[src/rtl/scp_pkg.sv]
// -----------------------------------------------------------------------------
// scp_pkg
// Shared definitions for the scp_079 light controller and its stimulus
// generator: phase codes, the phase-to-light decode and default durations.
// Ports: none (package).
// -----------------------------------------------------------------------------
package scp_pkg;

  typedef enum logic [2:0] {
    PH_IDLE   = 3'd0,
    PH_GREEN  = 3'd1,
    PH_YELLOW = 3'd2,
    PH_RED    = 3'd3,
    PH_REDYEL = 3'd4,
    PH_CHEAT  = 3'd5
  } phase_t;

  localparam int DEF_GREEN_LEN  = 35;
  localparam int DEF_YELLOW_LEN = 20;
  localparam int DEF_RED_LEN    = 9;
  localparam int DEF_REDYEL_LEN = 11;
  localparam int DEF_CHEAT_LEN  = 4;

  // Light pattern {green, yellow, red} for a phase code.
  function automatic logic [2:0] phase_lights(input phase_t ph);
    case (ph)
      PH_GREEN:  phase_lights = 3'b100;
      PH_YELLOW: phase_lights = 3'b010;
      PH_RED:    phase_lights = 3'b001;
      PH_REDYEL: phase_lights = 3'b011;
      PH_CHEAT:  phase_lights = 3'b111;
      default:   phase_lights = 3'b000;
    endcase
  endfunction

  // Successor in the normal rotation; CHEAT and stray codes fall back to GREEN.
  function automatic phase_t next_phase(input phase_t ph);
    case (ph)
      PH_GREEN:  next_phase = PH_YELLOW;
      PH_YELLOW: next_phase = PH_RED;
      PH_RED:    next_phase = PH_REDYEL;
      default:   next_phase = PH_GREEN;
    endcase
  endfunction

  // Durations are 6-bit; 0 becomes 1 and anything above 63 becomes 63.
  function automatic logic [5:0] clamp_len(input int len);
    if (len < 1)       clamp_len = 6'd1;
    else if (len > 63) clamp_len = 6'd63;
    else               clamp_len = len[5:0];
  endfunction

endpackage

[src/rtl/scp_phase_timer.sv]
// -----------------------------------------------------------------------------
// scp_phase_timer
// 6-bit loadable per-phase counter with hold and terminal-count compare.
// Ports:
//   clock, reset_n : clock (rising) and asynchronous active-low reset
//   clear          : load 0 (idle)
//   load           : load 1 (phase entry); clear has priority
//   run            : count up by one, saturating at 63
//   len            : terminal count of the current phase
//   count          : current count
//   tc             : count == len
// -----------------------------------------------------------------------------
module scp_phase_timer (
  input  logic       clock,
  input  logic       reset_n,
  input  logic       clear,
  input  logic       load,
  input  logic       run,
  input  logic [5:0] len,
  output logic [5:0] count,
  output logic       tc
);

  logic [5:0] count_q;

  always_ff @(posedge clock or negedge reset_n) begin
    if (!reset_n) begin
      count_q <= 6'd0;
    end else if (clear) begin
      count_q <= 6'd0;
    end else if (load) begin
      count_q <= 6'd1;
    end else if (run && (count_q != 6'h3f)) begin
      // The sequencer reloads before 63 is exceeded; saturation is a backstop.
      count_q <= count_q + 6'd1;
    end
  end

  assign count = count_q;
  assign tc    = (count_q == len);

endmodule

[src/rtl/scp_stim_gen.sv]
// -----------------------------------------------------------------------------
// scp_stim_gen
// Light/timer stimulus generator for scp_079. Rotates GREEN -> YELLOW -> RED
// -> REDYEL -> GREEN with parameterised durations and a 1-based per-phase
// timer. Optional feature macro: SCP_STIM_CHEAT_EN (adds cheat_req and the
// all-lights-on CHEAT phase entered from GREEN).
// Ports:
//   clock, reset_n        : clock (rising) and asynchronous active-low reset
//   enable                : run sequencer; low forces IDLE on the next edge
//   hold                  : freeze phase and timer
//   skip                  : end current phase at the next edge
//   cheat_req             : request CHEAT burst (SCP_STIM_CHEAT_EN only)
//   green, yellow, red    : light drives decoded from phase
//   timer                 : cycles elapsed in current phase, 1-based (0 in IDLE)
//   phase                 : current phase code (the FSM state)
//   phase_done            : last cycle of the current phase, not held
// -----------------------------------------------------------------------------
module scp_stim_gen
  import scp_pkg::*;
#(
  parameter int GREEN_LEN  = DEF_GREEN_LEN,
  parameter int YELLOW_LEN = DEF_YELLOW_LEN,
  parameter int RED_LEN    = DEF_RED_LEN,
  parameter int REDYEL_LEN = DEF_REDYEL_LEN,
  parameter int CHEAT_LEN  = DEF_CHEAT_LEN
) (
  input  logic       clock,
  input  logic       reset_n,
  input  logic       enable,
  input  logic       hold,
  input  logic       skip,
`ifdef SCP_STIM_CHEAT_EN
  input  logic       cheat_req,
`endif
  output logic       green,
  output logic       yellow,
  output logic       red,
  output logic [5:0] timer,
  output logic [2:0] phase,
  output logic       phase_done
);

  localparam logic [5:0] G_LEN = clamp_len(GREEN_LEN);
  localparam logic [5:0] Y_LEN = clamp_len(YELLOW_LEN);
  localparam logic [5:0] R_LEN = clamp_len(RED_LEN);
  localparam logic [5:0] RY_LEN = clamp_len(REDYEL_LEN);
  localparam logic [5:0] C_LEN = clamp_len(CHEAT_LEN);

  phase_t     phase_q, phase_d;
  logic       t_clear, t_load, t_run;
  logic [5:0] cur_len;
  logic [5:0] count;
  logic       tc;
  logic       cheat_hit;

`ifdef SCP_STIM_CHEAT_EN
  assign cheat_hit = (phase_q == PH_GREEN) && cheat_req;
`else
  assign cheat_hit = 1'b0;
`endif

  always_comb begin
    case (phase_q)
      PH_GREEN:  cur_len = G_LEN;
      PH_YELLOW: cur_len = Y_LEN;
      PH_RED:    cur_len = R_LEN;
      PH_REDYEL: cur_len = RY_LEN;
      PH_CHEAT:  cur_len = C_LEN;
      default:   cur_len = 6'd0;
    endcase
  end

  always_ff @(posedge clock or negedge reset_n) begin
    if (!reset_n) phase_q <= PH_IDLE;
    else          phase_q <= phase_d;
  end

  // Priority: enable low > leaving IDLE > hold > cheat > skip/expiry > count.
  always_comb begin
    phase_d = phase_q;
    t_clear = 1'b0;
    t_load  = 1'b0;
    t_run   = 1'b0;
    if (!enable) begin
      phase_d = PH_IDLE;
      t_clear = 1'b1;
    end else if (phase_q == PH_IDLE) begin
      phase_d = PH_GREEN;
      t_load  = 1'b1;
    end else if (hold) begin
      phase_d = phase_q;
    end else if (cheat_hit) begin
      phase_d = PH_CHEAT;
      t_load  = 1'b1;
    end else if (skip || tc) begin
      // skip on the expiry cycle still yields exactly one advance
      phase_d = next_phase(phase_q);
      t_load  = 1'b1;
    end else begin
      t_run = 1'b1;
    end
  end

  scp_phase_timer u_timer (
    .clock   (clock),
    .reset_n (reset_n),
    .clear   (t_clear),
    .load    (t_load),
    .run     (t_run),
    .len     (cur_len),
    .count   (count),
    .tc      (tc)
  );

  assign {green, yellow, red} = phase_lights(phase_q);
  assign timer      = count;
  assign phase      = phase_q;
  // IDLE has len 0 and timer 0, so it is excluded explicitly.
  assign phase_done = (phase_q != PH_IDLE) && tc && !hold;

endmodule

[config.mk]
export PLATFORM = sky130hd
export DESIGN_NAME = scp_stim_gen
export DESIGN_NICKNAME = d
export VERILOG_FILES = /design/src/rtl/scp_pkg.sv /design/src/rtl/scp_phase_timer.sv /design/src/rtl/scp_stim_gen.sv
export SDC_FILE = /design/constraint.sdc
export NUM_CORES = 1
export LEC_CHECK = 0
export CAP_MARGIN = 20
export CORE_MARGIN = 4
export CORE_UTILIZATION = 42
export CTS_CLUSTER_DIAMETER = 60
export CTS_CLUSTER_SIZE = 8
export DETAILED_ROUTE_END_ITERATION = 10
export GPL_TIMING_DRIVEN = 0
export PLACE_DENSITY = 0.71
export REMOVE_ABC_BUFFERS = 1
export SYNTH_ARGS = -nofsm -noshare
export SYNTH_HDL_FRONTEND = slang
export SYNTH_HIERARCHICAL = 1
export SYNTH_SLANG_ARGS = --single-unit
[constraint.sdc]
create_clock -name clock -period 2.5 [get_ports clock]
set_input_delay 0.5 -clock clock [delete_from_list [all_inputs] [get_ports clock]]
set_output_delay 0.5 -clock clock [all_outputs]
set_load 0.1 [all_outputs]
==> results of run 1 <==
[worst max-delay path: stages, from the launching register on]
cell,delay (ps)
dfrtp_2,490
nor2b_4,190
nand2_2,80
o21ai_2,70
xnor2_1,130
nand4_1,160
nor3_4,270
and2_4,190
buf_12,160
[registers in the layout, summed over array words and instances (netlist names)]
| signal | count |
|---|---|
| u_timer/count | 6 |
| phase | 3 |
[per-layer routing]
metal | global-route usage | up-vias | wire [um]
met2 | 0.239 | 29 | 1010
met5 | 0 | - | 0
li1 | - | 360 | -
met3 | 0.0398 | 2 | 125
met1 | 0.185 | 350 | 798
met4 | 0.103 | 0 | 14
[logic make-up (layout without fill, tap and decap cells)]
logic type	after synthesis	in the layout	synth area share
XOR/XNOR	7	7	0.0867
adder cells (fa/ha/maj)	1	1	0.0177
buffers and inverters	9	40	0.0637
flip-flops	9	9	0.319
multiplexers	2	2	0.0283
AO/OA/AOI/OAI	13	13	0.131
AND/OR/NAND/NOR	43	43	0.354
[path summary, 6_finish.rpt]
| check | endpoint | slack [ps] | cells past startpoint |
|---|---|---|---|
| min in group clock | u_timer/count[1]$_DFFE_PN0P_ | 620 | 2 |
| max in group asynchronous | phase[1]$_DFFE_PN0P_ | 1640 | 1 |
| worst max-delay path | phase_done | -30 | 8 |
| worst max register to register | u_timer/count[0]$_DFFE_PN0P_ | 40 | 12 |
| worst min register to register | u_timer/count[1]$_DFFE_PN0P_ | 620 | 2 |
| worst min-delay path | u_timer/count[2]$_DFFE_PN0P_ | 540 | 1 |
[cell usage in the layout (no fill, tap or decap), drive strengths merged, types with 2 or more instances in the layout]
master         netlist  layout
nor2                 6       6
mux2i                2       2
a31oi                2       2
buf                  3      14
clkbuf               1       5
dlymetal6s2s         0       4
nor4                 3       3
nand3                4       4
dfrtp                9       9
and3                 3       3
and2                 2       2
dlygate4sd2          0       3
xnor2                5       5
nand2               10      10
a21oi                3       3
clkdlybuf4s50        0       8
o21ai                2       2
inv                  5       5
nand2b               2       2
nand4                3       3
xor2                 2       2
nor3                 5       5
[layout make-up]
class	count	area [um^2]	area share
tap	16	20.0	0.0182
multi-input combinational	66	512	0.466
clock buffer	4	26.3	0.0239
inverter	5	18.8	0.0171
sequential	9	229	0.208
timing repair buffer	31	293	0.267
[report_power, final]
group / switching (mW) / total, mW / internal, mW
combinational: 0.180 / 0.282 / 0.102
sequential: 0.0127 / 0.165 / 0.153
clock: 0.0592 / 0.121 / 0.0618
total: 0.252 / 0.568 / 0.317
[what timing repair did]
item	in CTS	in global routing
endpoints found under the setup margin	11	12
resized for setup	17	21
pin swaps	1	9
setup buffers	2	12
==> results.toml, run 1 <==
[run_status]
status = "finished with violations"
violations = "negative setup slack"

[cells_and_area]
final_util = 0.713
syn_to_final_growth_pct = 55.4
finalNonFillerCells = 131
n_antenna_cell = 0
fillers = 125
drive_gt1_frac = 0.330
finalInstanceArea_mm2 = 0.00110
final_nets = 122

[worst_setup_path]
required_ps = 2000
crit_arrival_ps = 2030
setup.worst_path.class = "reg2out"
critPathLaunch = "phase[2]$_DFFE_PN0P_"
critPathLaunchType = "register"
r2r_start = "phase[2]$_DFFE_PN0P_"
endpoint_kind = "primary output"
cp_max_fo = 7

[placement]
hpwlAfterDp_um = 1170
gp_congestion = 0.811
dp_slack_ps = -887
io_buffers = 17
dpl_cell_area_um2 = 871
post-place-cells = 113

[logic_synthesis]
ys_seq_elements = 9
syn-cell-area_um2 = 707
synth_top_area_frac = 0.319
synth_edf_count = 0
synth_ff_type = "dfrtp_1"
synth_common_cells = "nand2_1, dfrtp_1, nor2_1"
ys_seq_area_frac = 0.319
ys_warn_count = 6
synth_cells = 84
async_flop_share = 1.00
synth.area.top_cells = "dfrtp_1, xnor2_1, nand2_1"
synth_most_common_cell = "nand2_1"
syn_area_per_cell_um2 = 8.42
synth_top_cell_by_area = "dfrtp_1"
synth_cell_types = 34

[timing]
fmax_mhz = 396
worst_slew_pin_slew_ps = 976
finalCriticalPeriod_ps = 2530
setup_viol = 1
rsz0062_at_grt = "yes"
maxSlewHeadroom = 0.347
fin_skew_ps = 2.81
min_period_over_period = 1.01
setup_slack_ps = -25.8
finalSetupTns_ps = -25.8
slew_violations = 0
hold_slack_ps = 537
hold_violations = 0

[power]
peakVddDrop_uv = 287
power_leakage_nw = 0.561
p_per_area_mw_per_mm2 = 517
fin_total_pwr_mw = 0.568

[route]
dr.pass1.iters = 4
postRouteAntennaNets = 0
drtIter0Drc = 21
avgViaCountPerCell = 5.66
drt-wirelength-per-cell_um = 14.9
drc_errors = 0
num_vias = 741
finalWirelength_um = 1950

[clock_tree]
cts.sinks = 9
insertion_delay_ps = 270
cts_tree = "built"
path_clk_slew_ps = 70
numCtsBuffers = 3
root_buffer = "clkbuf_4"
cts.hold.buffers_added = 0
clk_path_buf_depth = 2
htreeDepth = 1

[global_routing]
antenna_found_initial = 0
grt_pass1_vias = 652
overflow = 0
grt_util_all_layers = 0.154
grt_max_degree = 13
grt_pass1_wl_um = 2900

[floorplanning]
start_util = 0.459
dieWidth_um = 49.0
ios = 18
core_mm2 = 0.00154
dieArea_mm2 = 0.00240
chipHeight_um = 49.0
rows = 14

[flow_run]
max_cap_violations = 0

[hold_path]
hold_path.class = "in2async"
(Power assumes the default switching activity.)
==> run 2: changes to the inputs <==
--- a/config.mk
+++ b/config.mk
@@ -7,14 +7,12 @@
 export LEC_CHECK = 0
 export CAP_MARGIN = 20
 export CORE_MARGIN = 4
-export CORE_UTILIZATION = 42
+export CORE_UTILIZATION = 45
 export CTS_CLUSTER_DIAMETER = 60
 export CTS_CLUSTER_SIZE = 8
 export DETAILED_ROUTE_END_ITERATION = 10
-export GPL_TIMING_DRIVEN = 0
-export PLACE_DENSITY = 0.71
+export PLACE_DENSITY = 0.73
 export REMOVE_ABC_BUFFERS = 1
 export SYNTH_ARGS = -nofsm -noshare
 export SYNTH_HDL_FRONTEND = slang
-export SYNTH_HIERARCHICAL = 1
 export SYNTH_SLANG_ARGS = --single-unit
==> run 2 against run 1 <==
- the run now ends clean
- count of clock-buffer cells in the layout is the same
- clock power fell by 3%
- utilization down 3.7 points
- critical endpoint unchanged
- highest routed layer unchanged
==> results.toml, run 2 <==
[worst_setup_path]
critPathLaunchType = "register"
crit_arrival_ps = 1940
setup.worst_path.class = "reg2out"
cp_max_fo = 11
required_ps = 2000
endpoint_kind = "primary output"

[timing]
slew_violations = 0
maxSlewHeadroom = 0.699
worst_slew_pin_slew_ps = 450
setup_viol = 0
finalCriticalPeriod_ps = 2440
hold_violations = 0
min_period_over_period = 0.975
finalSetupTns_ps = 0
fmax_mhz = 410
fin_skew_ps = 0.962

[power]
pwr-share-seq = 0.228
comb_power_share = 0.632
p_sw_mw = 0.431
power_leakage_nw = 0.476
peakVddDrop_uv = 378
power.share.switching = 0.517
p_clk_frac = 0.140
p_per_area_mw_per_mm2 = 699
p_int_mw = 0.402

[route]
highest_layer = "met4"
dr_wl_met3_um = 158
drt-wirelength-per-cell_um = 16.2
dr.pass1.iters = 4
drtIter0Drc = 18
avgViaCountPerCell = 5.84
finalWirelength_um = 2440
met1_length_um = 1040
wl_met2_um = 1230
num_vias = 882
postRouteAntennaNets = 0
drc_errors = 0

[floorplanning]
core_mm2 = 0.00176
dieWidth_um = 51.6
ios = 18
start_util = 0.486
chipHeight_um = 51.6
dieArea_mm2 = 0.00267
rows = 15

[cells_and_area]
largest_register_ffs = 6
final_common_cell = "buf_4"
n_antenna_cell = 0
final_nets = 133
drive_gt1_frac = 0.429
syn_to_final_growth_pct = 39.1
finalInstanceArea_mm2 = 0.00119
final_util = 0.676
mostFrequentLayoutCells = "buf_4, nand2_1, nor2_1, nor3_1"

[clock_tree]
cts_tree = "built"
cts.sinks = 9
insertion_delay_ps = 260
numCtsBuffers = 3
clk_path_buf_depth = 2
path_clk_slew_ps = 60
root_buffer = "clkbuf_4"
cts.hold.buffers_added = 0
htreeDepth = 1

[global_routing]
grt_max_degree = 12
grt_pass1_vias = 867
grt_pass1_wl_um = 3950
antenna_found_initial = 0
grt_util_all_layers = 0.198
overflow = 0

[logic_synthesis]
synth_top_area_frac = 0.263
synth_top_family_by_area = "simple AND/OR/NAND/NOR gates"
synth_top_cell_by_area = "dfrtp_1"
syn-cell-area_um2 = 857
yosys.area_share.adder = 0.0146
synth_xor_xnor_area_share = 0.0307
yosys.area_share.simple = 0.295
synth-compound-area-share = 0.276
synth_cells = 97
ys_seq_area_frac = 0.263
synth_most_common_cell = "dfrtp_1"
synth_ff_type = "dfrtp_1"
synth.area.top_cells = "dfrtp_1, nor3_1, nand2_1"
ys_warn_count = 0
syn_area_per_cell_um2 = 8.84
ys_seq_elements = 9
synth_edf_count = 0
synth_cell_types = 46
muxShareOfSynthArea = 0.0365
synth_common_cells = "dfrtp_1, nand2_1, nor2_1, nor3_1"
async_flop_share = 1.00

[run_status]
status = "completed"

[placement]
io_buffers = 17
gp_congestion = 0.857
dpl_cell_area_mm2 = 0.00107
hpwlAfterDp_um = 1700

[hold_path]
hold_path.class = "in2async"

[flow_run]
max_cap_violations = 0
[run 2: changes by cell type in the layout (fill, tap and decap cells not counted), sizes merged, moves of 3 or more]
cell           previous run  this run
buf                      14        26
clkdlybuf4s50             8         4
dlymetal6s2s              4         0
nor3                      5         9
o21ai                     2         6
a211oi                    0         3
dlygate4sd2               3         0
nand2                    10         7
[run 2: cell type report]
class,instances,area [um^2]
inverter,7,26.3
multi-input combinational,75,583
tap,25,31.3
sequential,9,231
timing repair buffer,31,294
clock buffer,4,26.3
fill,162,572
[run 2: timing repair]
item                                    in CTS  in global routing
buffers inserted                             6                  3
resized for setup                           12                  2
endpoints found under the setup margin       1                  1
pin swaps                                    4                  5
[run 2: power by group through the flow]
stage | clock [mW] | combinational, mW | sequential, mW
finish | 0.117 | 0.527 | 0.190
global route | 0.125 | 0.554 | 0.192
CTS | 0.120 | 0.502 | 0.190
detailed placement | 0 | 0.488 | 0.191
global placement | 0 | 0.483 | 0.190
floorplan | 0 | 0.257 | 0.277
[run 2: kinds of logic after synthesis]
kind of cell / count (synthesis)
AOI/OAI and AO/OA: 26
xor gates and xnor gates: 3
adders and majority gates: 1
buffers and inverters: 13
DFF: 9
muxes: 3
and+or+nand+nor: 42
[run 2: critical path, stage by stage (launching register included)]
cell,delay (ps)
dfrtp_2,480
nand2b_1,140
a21oi_1,90
o32ai_2,380
o311ai_4,180
nor3_4,190
buf_12,200
[run 2: per-stage QoR]
stage | setup WS [ps] | cells | hold slack [ps] | power (mW)
6_report | 63.5 | 151 | 549 | 0.834
4_1_cts | 1.40 | 148 | 557 | 0.813
2_1_floorplan | -2370 | 91 | 204 | 0.534
3_5_place_dp | 91.1 | 138 | 681 | 0.679
3_3_place_gp | 182 | 138 | 670 | 0.674
5_1_grt | -11.1 | 151 | 581 | 0.871
[run 2: metal layers]
layer	track usage	vias to the layer above
li1	-	425
met1	0.251	416
met2	0.335	39
met3	0.0401	2
met4	0.0611	0
met5	0	-
[run 2: worst paths after layout]
kind,from,endpoint,slack (ps),depth (start not counted)
setup / recovery,phase[0]$_DFFE_PN0P_,phase_done,60,6
max in group asynchronous,reset_n,phase[1]$_DFFE_PN0P_,1620,1
setup reg to reg,phase[2]$_DFFE_PN0P_,u_timer.count[2]$_DFFE_PN0P_,360,9
hold reg to reg,u_timer.count[5]$_DFFE_PN0P_,u_timer.count[5]$_DFFE_PN0P_,700,2
hold / removal,reset_n,u_timer.count[3]$_DFFE_PN0P_,550,1
min in group clock,u_timer.count[5]$_DFFE_PN0P_,u_timer.count[5]$_DFFE_PN0P_,700,2
